===== src/rtl/kcsj_1_pkg.sv =====
// kcsj_1_pkg: shared prices, coin values and FSM state type for the vending controller.
package kcsj_1_pkg;
    localparam logic [3:0] PRICE       = 4'd5;
    localparam logic [3:0] COIN1_VALUE = 4'd1;
    localparam logic [3:0] COIN2_VALUE = 4'd2;
    localparam logic [3:0] MAX_CREDIT  = 4'd15;
    typedef enum logic {IDLE, VEND} state_e;
endpackage


===== src/rtl/kcsj_1_edge_det.sv =====
// kcsj_1_edge_det: rising-edge detector against the previous-cycle sample.
module kcsj_1_edge_det (
    input  logic clk,
    input  logic reset,
    input  logic d_i,
    output logic rise_o
);
    logic prev_q;
    always_ff @(posedge clk) begin
        if (reset) prev_q <= 1'b0;
        else       prev_q <= d_i;
    end
    assign rise_o = d_i & ~prev_q;
endmodule


===== src/rtl/kcsj_1.sv =====
// kcsj_1: coin-operated vending controller with credit, change and dispense pulses.
module kcsj_1
    import kcsj_1_pkg::*;
(
    input  logic       clk,
    input  logic       reset,
    input  logic       coin_1,
    input  logic       coin_2,
    input  logic       buy_button,
    output logic [3:0] total_coins_display,
    output logic [3:0] change_display,
    output logic       drink_dispensed,
    output logic       change_dispensed
);
    state_e     state_q, state_d;
    logic [3:0] credit_q, credit_d, change_q, change_d;
    logic       drink_q, drink_d, chg_q, chg_d;
    logic       c1_e, c2_e, buy_e, sale, coin_ok;
    logic [4:0] sum;

    kcsj_1_edge_det u_c1  (.clk(clk), .reset(reset), .d_i(coin_1),     .rise_o(c1_e));
    kcsj_1_edge_det u_c2  (.clk(clk), .reset(reset), .d_i(coin_2),     .rise_o(c2_e));
    kcsj_1_edge_det u_buy (.clk(clk), .reset(reset), .d_i(buy_button), .rise_o(buy_e));

    // 5-bit sum so an overflowing coin is caught before it can wrap
    assign sum = {1'b0, credit_q} + {1'b0, c1_e ? COIN1_VALUE : 4'd0}
               + {1'b0, c2_e ? COIN2_VALUE : 4'd0};
    assign sale    = (state_q == IDLE) && buy_e && (credit_q >= PRICE);
    assign coin_ok = (state_q == IDLE) && !buy_e && (c1_e || c2_e) && (sum <= {1'b0, MAX_CREDIT});

    always_ff @(posedge clk) begin
        if (reset) state_q <= IDLE;
        else       state_q <= state_d;
    end

    always_comb begin
        state_d = (state_q == VEND) ? IDLE : sale ? VEND : IDLE;
    end

    always_comb begin
        credit_d = sale ? 4'd0 : coin_ok ? sum[3:0] : credit_q;
        change_d = sale ? credit_q - PRICE : change_q;
        drink_d  = sale;
        chg_d    = sale && (credit_q != PRICE);
    end

    always_ff @(posedge clk) begin
        if (reset) begin
            credit_q <= 4'd0;
            change_q <= 4'd0;
            drink_q  <= 1'b0;
            chg_q    <= 1'b0;
        end else begin
            credit_q <= credit_d;
            change_q <= change_d;
            drink_q  <= drink_d;
            chg_q    <= chg_d;
        end
    end

    assign total_coins_display = credit_q;
    assign change_display      = change_q;
    assign drink_dispensed     = drink_q;
    assign change_dispensed    = chg_q;
endmodule


===== config.mk =====
export PLATFORM = sky130hd
export DESIGN_NAME = kcsj_1
export DESIGN_NICKNAME = d
export VERILOG_FILES = /design/src/rtl/kcsj_1_pkg.sv /design/src/rtl/kcsj_1_edge_det.sv /design/src/rtl/kcsj_1.sv
export SDC_FILE = /design/constraint.sdc
export NUM_CORES = 1
export LEC_CHECK = 0
export ABC_AREA = 1
export CAP_MARGIN = 20
export CORE_UTILIZATION = 50
export CTS_CLUSTER_SIZE = 30
export DETAILED_ROUTE_END_ITERATION = 6
export PLACE_DENSITY = 0.89
export SYNTH_ARGS = -nofsm -noshare
export SYNTH_HDL_FRONTEND = slang
export SYNTH_HIERARCHICAL = 1
export SYNTH_SLANG_ARGS = --single-unit

===== constraint.sdc =====
create_clock -name clk -period 4.7 [get_ports clk]
set_input_delay 1.41 -clock clk [delete_from_list [all_inputs] [get_ports clk]]
set_output_delay 1.41 -clock clk [all_outputs]
set_load 0.01 [all_outputs]

---- After elaboration in Yosys (flattened, before gate mapping) ----
Index checks and enable logic that the tools add are counted.
word-level totals
  register bits ........................... 14
  input bits .............................. 5
  output and inout bits ................... 10
  logic and storage cells ................. 34
cells by class
  $add $sub $neg .......................... 3
  magnitude comparators ................... 2
  eq/ne operators ......................... 1
  muxes and demuxes ....................... 3
  bitwise operators ....................... 7
  reduce and logical (&&, ||, !) cells .... 10
operator list
  kind                   count
  $logic_and A1 B1 Y1    6
  $add A4 B1 Y5          1
  $add A5 B2 Y5          1
  $le A5 B4 Y1 const B   1
  $ge A4 B3 Y1 const B   1
  $ne A4 B3 Y1 const B   1
  $not A1 Y1             4
  $reduce_or A2 Y1       2
  $sub A4 B3 Y4 const B  1
  $and A1 B1 Y1          3
  $mux W1                2
  $mux W2                1
  $logic_not A1 Y1       1
  $logic_or A1 B1 Y1     1

---- Depth between registers and ports, before layout ----
  depth after elaboration ................. 7
  mapped depth ............................ 10
  gate-level depth less buffers ........... 10

---- Modules after synthesis ----
The synthesis kept the hierarchy.
modules (own cells, without submodules)
  module           times used  cells an instance  area each (µm²)  seq. area each (µm²)
  kcsj_1           1           81                 619.3            220.2
  kcsj_1_edge_det  3           4                  31.3             20.0

---- Worst setup path after synthesis ----
OpenSTA, ideal clock, no wires.
  path kind ............................... input-to-reg
  start ................................... in coin_1
  end ..................................... reg credit_q[3] (netlist: total_coins_display[3])
  setup time .............................. 115 ps
  arrival ................................. 2542 ps
  setup slack ............................. 2043 ps
  cell stages on the path ................. 10
  buffers on the path ..................... 0
  cell sequence ........................... inv_1 > nor2_1 > ha_1 > fa_1 > nand2_1 > nor2_2 > nor2_2 > nand3_1 > nand2_1 > nor2_1
on the way
  longest elaborated chain between the ends .. 6
  elaborated cells on any way between the ends .. 8
  classes of those cells .................. add/sub (2); order compare (1); mux (1); bitwise (1); reduce/logical (3)
ends and longest elaborated chain
  what                    RTL line               text
  start: declaration      kcsj_1.sv:7            input logic coin_1,
  $and A1 B1 Y1 *         kcsj_1_edge_det.sv:13  assign rise_o = d_i & ~prev_q;
  named net c1_e          kcsj_1.sv:18           logic c1_e, c2_e, buy_e, sale, coin_ok;
  $mux W1                 kcsj_1.sv:26           assign sum = {1'b0, credit_q} + {1'b0, c1_e ? COIN1_VALUE : 4'd0}
  $add A4 B1 Y5           kcsj_1.sv:26
  $add A5 B2 Y5           kcsj_1.sv:27           + {1'b0, c2_e ? COIN2_VALUE : 4'd0};
  $le A5 B4 Y1            kcsj_1.sv:29           assign coin_ok = (state_q == IDLE) && !buy_e && (c1_e || c2_e) && (sum <= {1'b0, MAX_CREDIT});
  $logic_and A1 B1 Y1     kcsj_1.sv:29
  end signal: assignment  kcsj_1.sv:54           credit_q <= credit_d;
  end: declaration        kcsj_1.sv:16           logic [3:0] credit_q, credit_d, change_q, change_d;
The timed path passes the listed nets; every way through them passes the cells marked *.
A chain may end at the register's enable or synchronous reset.

---- Worst setup path after layout ----
  start ................................... reg credit_q[2] (netlist: total_coins_display[2])
  end ..................................... out total_coins_display[2]
RTL lines
  what              RTL line      text
  end: declaration  kcsj_1.sv:10  output logic [3:0] total_coins_display,
No word-level cell between the ends.

==> qor.json <==
{
  "run_status": {"value": "completed"},
  "final-seq-area": {"value": 280, "unit": "sq um"},
  "leakagePower": {"value": 0.000448, "unit": "uW"},
  "worst_hold_startpoint": {"value": "change_display[1]$_SDFFE_PP0P_"},
  "clock_path_buffers": {"value": 2},
  "filler_cell_count": {"value": 111},
  "synthesized_area_per_cell": {"value": 7.67, "unit": "sq um"},
  "drt_iter0_markers": {"value": 13},
  "timing_max_transition_violations_final": {"value": 0},
  "drt_drc_violations_left": {"value": 0},
  "crit_chain": {"value": "clkdlybuf4s50_1"},
  "crit_path_max_incr_delay": {"value": 620, "unit": "ps"},
  "critical_path.endpoint": {"value": "total_coins_display[2]"},
  "worstSetupStartpoint": {"value": "total_coins_display[2]$_SDFFE_PP0P_"},
  "synthesis.instances": {"value": 93},
  "clk_latency": {"value": 290, "unit": "ps"},
  "maximum_number_of_pins_on_one_net_before_global_route_repair": {"value": 12},
  "critPathTopFamily": {"value": "buffers and inverters"},
  "worstSetupPathDepth": {"value": 1},
  "report.final.hold_viol_count": {"value": 0},
  "clk_transition_reported_paths": {"value": 90, "unit": "ps"},
  "route.vias.total": {"value": 614},
  "mappedNetlistNets": {"value": 103},
  "clock_sinks": {"value": 14},
  "slowest_cp_cell": {"value": "sky130_fd_sc_hd__clkdlybuf4s50_1"},
  "ant_nets": {"value": 0},
  "synth.cell_area": {"value": 713, "unit": "sq um"},
  "drive_above_1_share": {"value": 13.6, "unit": "%"},
  "globalplace.congestion": {"value": 0.847},
  "finalCritPeriodShare": {"value": 62.1, "unit": "%"},
  "holdCritPathClass": {"value": "flop to flop"},
  "timing.critical_path.buf_inv": {"value": 1},
  "fin_setup_tns": {"value": 0, "unit": "ps"},
  "instances_no_fill": {"value": 125},
  "half_perimeter_wire_length_after_detailed_placement": {"value": 1.03, "unit": "mm"},
  "synthesis.yosys.warnings": {"value": 6},
  "layout.nets": {"value": 121},
  "cts_resized": {"value": 0},
  "design.die.area": {"value": 0.00158, "unit": "sq mm"},
  "fmax": {"value": 343, "unit": "MHz"},
  "timing.critical_path.arrival": {"value": 1510, "unit": "ps"},
  "timing.setup.critical_path_class": {"value": "flop to output port"},
  "grt_util_met2": {"value": 31.6, "unit": "%"},
  "biggest_fanout_along_the_worst_timing_path": {"value": 11},
  "floorplan.initialDensity": {"value": 54.1, "unit": "%"},
  "firstDrtPassIters": {"value": 4},
  "worst_case_reg_to_reg_path_depth": {"value": 8},
  "power.density": {"value": 279, "unit": "mW/mm^2"},
  "worst_pin_slew": {"value": 441, "unit": "ps"},
  "critPathCaptureType": {"value": "output port"},
  "rrSetupSlack": {"value": 3040, "unit": "ps"},
  "synthToLayoutAreaGrowth": {"value": 25.8, "unit": "%"},
  "post_drt_via_cell_ratio": {"value": 4.91},
  "routed_wirelength": {"value": 1.30, "unit": "mm"},
  "dpl.cell_count": {"value": 121},
  "final.setup_skew": {"value": 2.25, "unit": "ps"},
  "tritoncts_clock_tree": {"value": "done"},
  "portBuffers": {"value": 14},
  "fin_total_pwr": {"value": 250, "unit": "uW"},
  "period_minus_slack": {"value": 2920, "unit": "ps"},
  "grt.busiest_layer": {"value": "met2"},
  "holdBufCountCts": {"value": 0},
  "maxSlewHeadroom": {"value": 70.6, "unit": "%"},
  "grt_antenna_before_repair": {"value": 0},
  "post_synthesis_sequential_element_count": {"value": 14},
  "layout.cell_area.non_filler": {"value": 897, "unit": "sq um"},
  "ios": {"value": 15},
  "cts_root_buffer": {"value": "sky130_fd_sc_hd__clkbuf_4"},
  "postCtsSetupRepairBufs": {"value": 0},
  "synth-seq-area-share": {"value": 39.3, "unit": "%"},
  "final_hold_slack": {"value": 448, "unit": "ps"},
  "reg2reg_to": {"value": "total_coins_display[3]$_SDFFE_PP0P_"},
  "die_width": {"value": 39.8, "unit": "microns"},
  "grt-ovfl-total": {"value": 0},
  "irDropWorstVdd": {"value": 0.000193, "unit": "V"},
  "worst_ep_required_time": {"value": 3290, "unit": "ps"},
  "multiInputGateArea": {"value": 365, "unit": "sq um"},
  "startpoint_type": {"value": "flop"},
  "synth_area_leader_cell": {"value": "sky130_fd_sc_hd__dfxtp_1"},
  "grt_util_all_layers": {"value": 20.3, "unit": "%"},
  "std_cell_rows": {"value": 13},
  "rr_startpoint": {"value": "total_coins_display[0]$_SDFFE_PP0P_"},
  "dpl-instance-area": {"value": 861, "unit": "sq um"},
  "cts_max_level": {"value": 1},
  "synth_cell_type_count": {"value": 19},
  "number_of_global_route_vias_before_repair": {"value": 521},
  "rsz_0062_raised_after_global_routing": {"value": "no"},
  "met1_usage": {"value": 25.4, "unit": "%"},
  "groute.layer.met3.usage": {"value": 3.41, "unit": "%"},
  "setup_viol": {"value": 0},
  "ys_top_cells_by_area": {"value": "sky130_fd_sc_hd__dfxtp_1 (39%), sky130_fd_sc_hd__nand2_1 (14%), sky130_fd_sc_hd__ha_1 (7.0%)"},
  "core_area": {"value": 0.00132, "unit": "sq mm"},
  "synth_top_area_share": {"value": 39.3, "unit": "%"},
  "n_antenna_cell": {"value": 0},
  "wl_per_cell": {"value": 10.4, "unit": "microns"},
  "global_route_wire_length_before_repair": {"value": 2.10, "unit": "mm"},
  "maxCapViolCount": {"value": 0},
  "cts-buffers-inserted": {"value": 3},
  "die_h": {"value": 39.8, "unit": "microns"}
}
==> placed cells by master (no fill, tap or decap) <==
master	synthesis	routed
sky130_fd_sc_hd__clkbuf_8	0	1
sky130_fd_sc_hd__nand2_4	1	1
sky130_fd_sc_hd__xnor2_1	1	1
sky130_fd_sc_hd__o21ai_0	2	2
sky130_fd_sc_hd__nand2_1	26	26
sky130_fd_sc_hd__nor2_2	3	3
sky130_fd_sc_hd__a21oi_1	3	3
sky130_fd_sc_hd__clkdlybuf4s50_1	0	14
sky130_fd_sc_hd__inv_1	13	13
sky130_fd_sc_hd__nand3_1	7	7
sky130_fd_sc_hd__nand3_4	1	1
sky130_fd_sc_hd__inv_2	2	2
sky130_fd_sc_hd__nor2_4	1	1
sky130_fd_sc_hd__dfxtp_1	14	14
sky130_fd_sc_hd__a21oi_4	1	1
sky130_fd_sc_hd__nand2_2	1	1
sky130_fd_sc_hd__nor2_1	10	10
sky130_fd_sc_hd__fa_1	1	1
sky130_fd_sc_hd__clkbuf_4	0	3
sky130_fd_sc_hd__ha_1	4	4
sky130_fd_sc_hd__nand3_2	1	1
==> cells by family after synthesis <==
kind of cell,after synthesis,share of synthesized area (%)
XOR/XNOR,1,1.23
flip-flops,14,39.3
AO/OA/AOI/OAI,6,5.79
adder cells (fa/ha/maj),5,9.82
buffers and inverters,16,9.47
AND/OR/NAND/NOR,51,34.4
==> worst min-delay path by stage <==
stage          cells past startpoint                             end  slack, ps
5_1_grt                            2  change_display[1]$_SDFFE_PP0P_        490
3_3_place_gp                       2  change_display[1]$_SDFFE_PP0P_        430
4_1_cts                            2  change_display[1]$_SDFFE_PP0P_        450
6_report                           2  change_display[1]$_SDFFE_PP0P_        450
2_1_floorplan                      2  change_display[0]$_SDFFE_PP0P_        470
3_5_place_dp                       2  change_display[0]$_SDFFE_PP0P_        430
==> Yosys cell counts <==
cell type                  n
sky130_fd_sc_hd__inv_2     2
sky130_fd_sc_hd__a21oi_1   3
sky130_fd_sc_hd__ha_1      4
sky130_fd_sc_hd__xnor2_1   1
sky130_fd_sc_hd__o21ai_0   2
sky130_fd_sc_hd__nand2_4   1
sky130_fd_sc_hd__buf_6     1
sky130_fd_sc_hd__fa_1      1
sky130_fd_sc_hd__nand3_1   7
sky130_fd_sc_hd__inv_1    13
sky130_fd_sc_hd__nand3_2   1
sky130_fd_sc_hd__dfxtp_1  14
sky130_fd_sc_hd__nor2_4    1
sky130_fd_sc_hd__nor2_2    3
sky130_fd_sc_hd__nor2_1   10
sky130_fd_sc_hd__nand3_4   1
sky130_fd_sc_hd__nand2_1  26
sky130_fd_sc_hd__a21oi_4   1
sky130_fd_sc_hd__nand2_2   1
==> per-layer routing <==
layer,vias up,part of all wire (%)
met5,-,0
met4,0,2.6
met3,5,2.8
met2,15,48
met1,276,46
li1,318,-
==> power by group <==
group | switching [uW] | internal (uW) | total (uW)
clock | 41.3 | 47.2 | 88.5
sequential | 3.83 | 122 | 126
combinational | 20.0 | 16.1 | 36.1
==> sequential cells by signal, summed over array words and instances, names as in the netlist <==
| signal | cells |
|---|---|
| u_buy/prev_q | 1 |
| change_dispensed | 1 |
| u_c1/prev_q | 1 |
| total_coins_display | 4 |
| drink_dispensed | 1 |
| u_c2/prev_q | 1 |
| change_display | 4 |
| state_q | 1 |
==> metrics by stage <==
stage	util [%]	setup slack (ps)
global placement	65.3	1590
global route	68.1	1640
CTS	68.1	1780
finish	68.1	1780
floorplan	-	2040
detailed placement	65.3	1500
==> area by class of cell <==
type | instances | share of cell area (%)
Multi-Input combinational cell | 63 | 40.7
Sequential cell | 14 | 31.2
Timing Repair Buffer | 14 | 15.6
Inverter | 15 | 6.28
Clock buffer | 4 | 4.04
Tap cell | 15 | 2.09
Note: power is estimated with default switching activity, not from simulation.
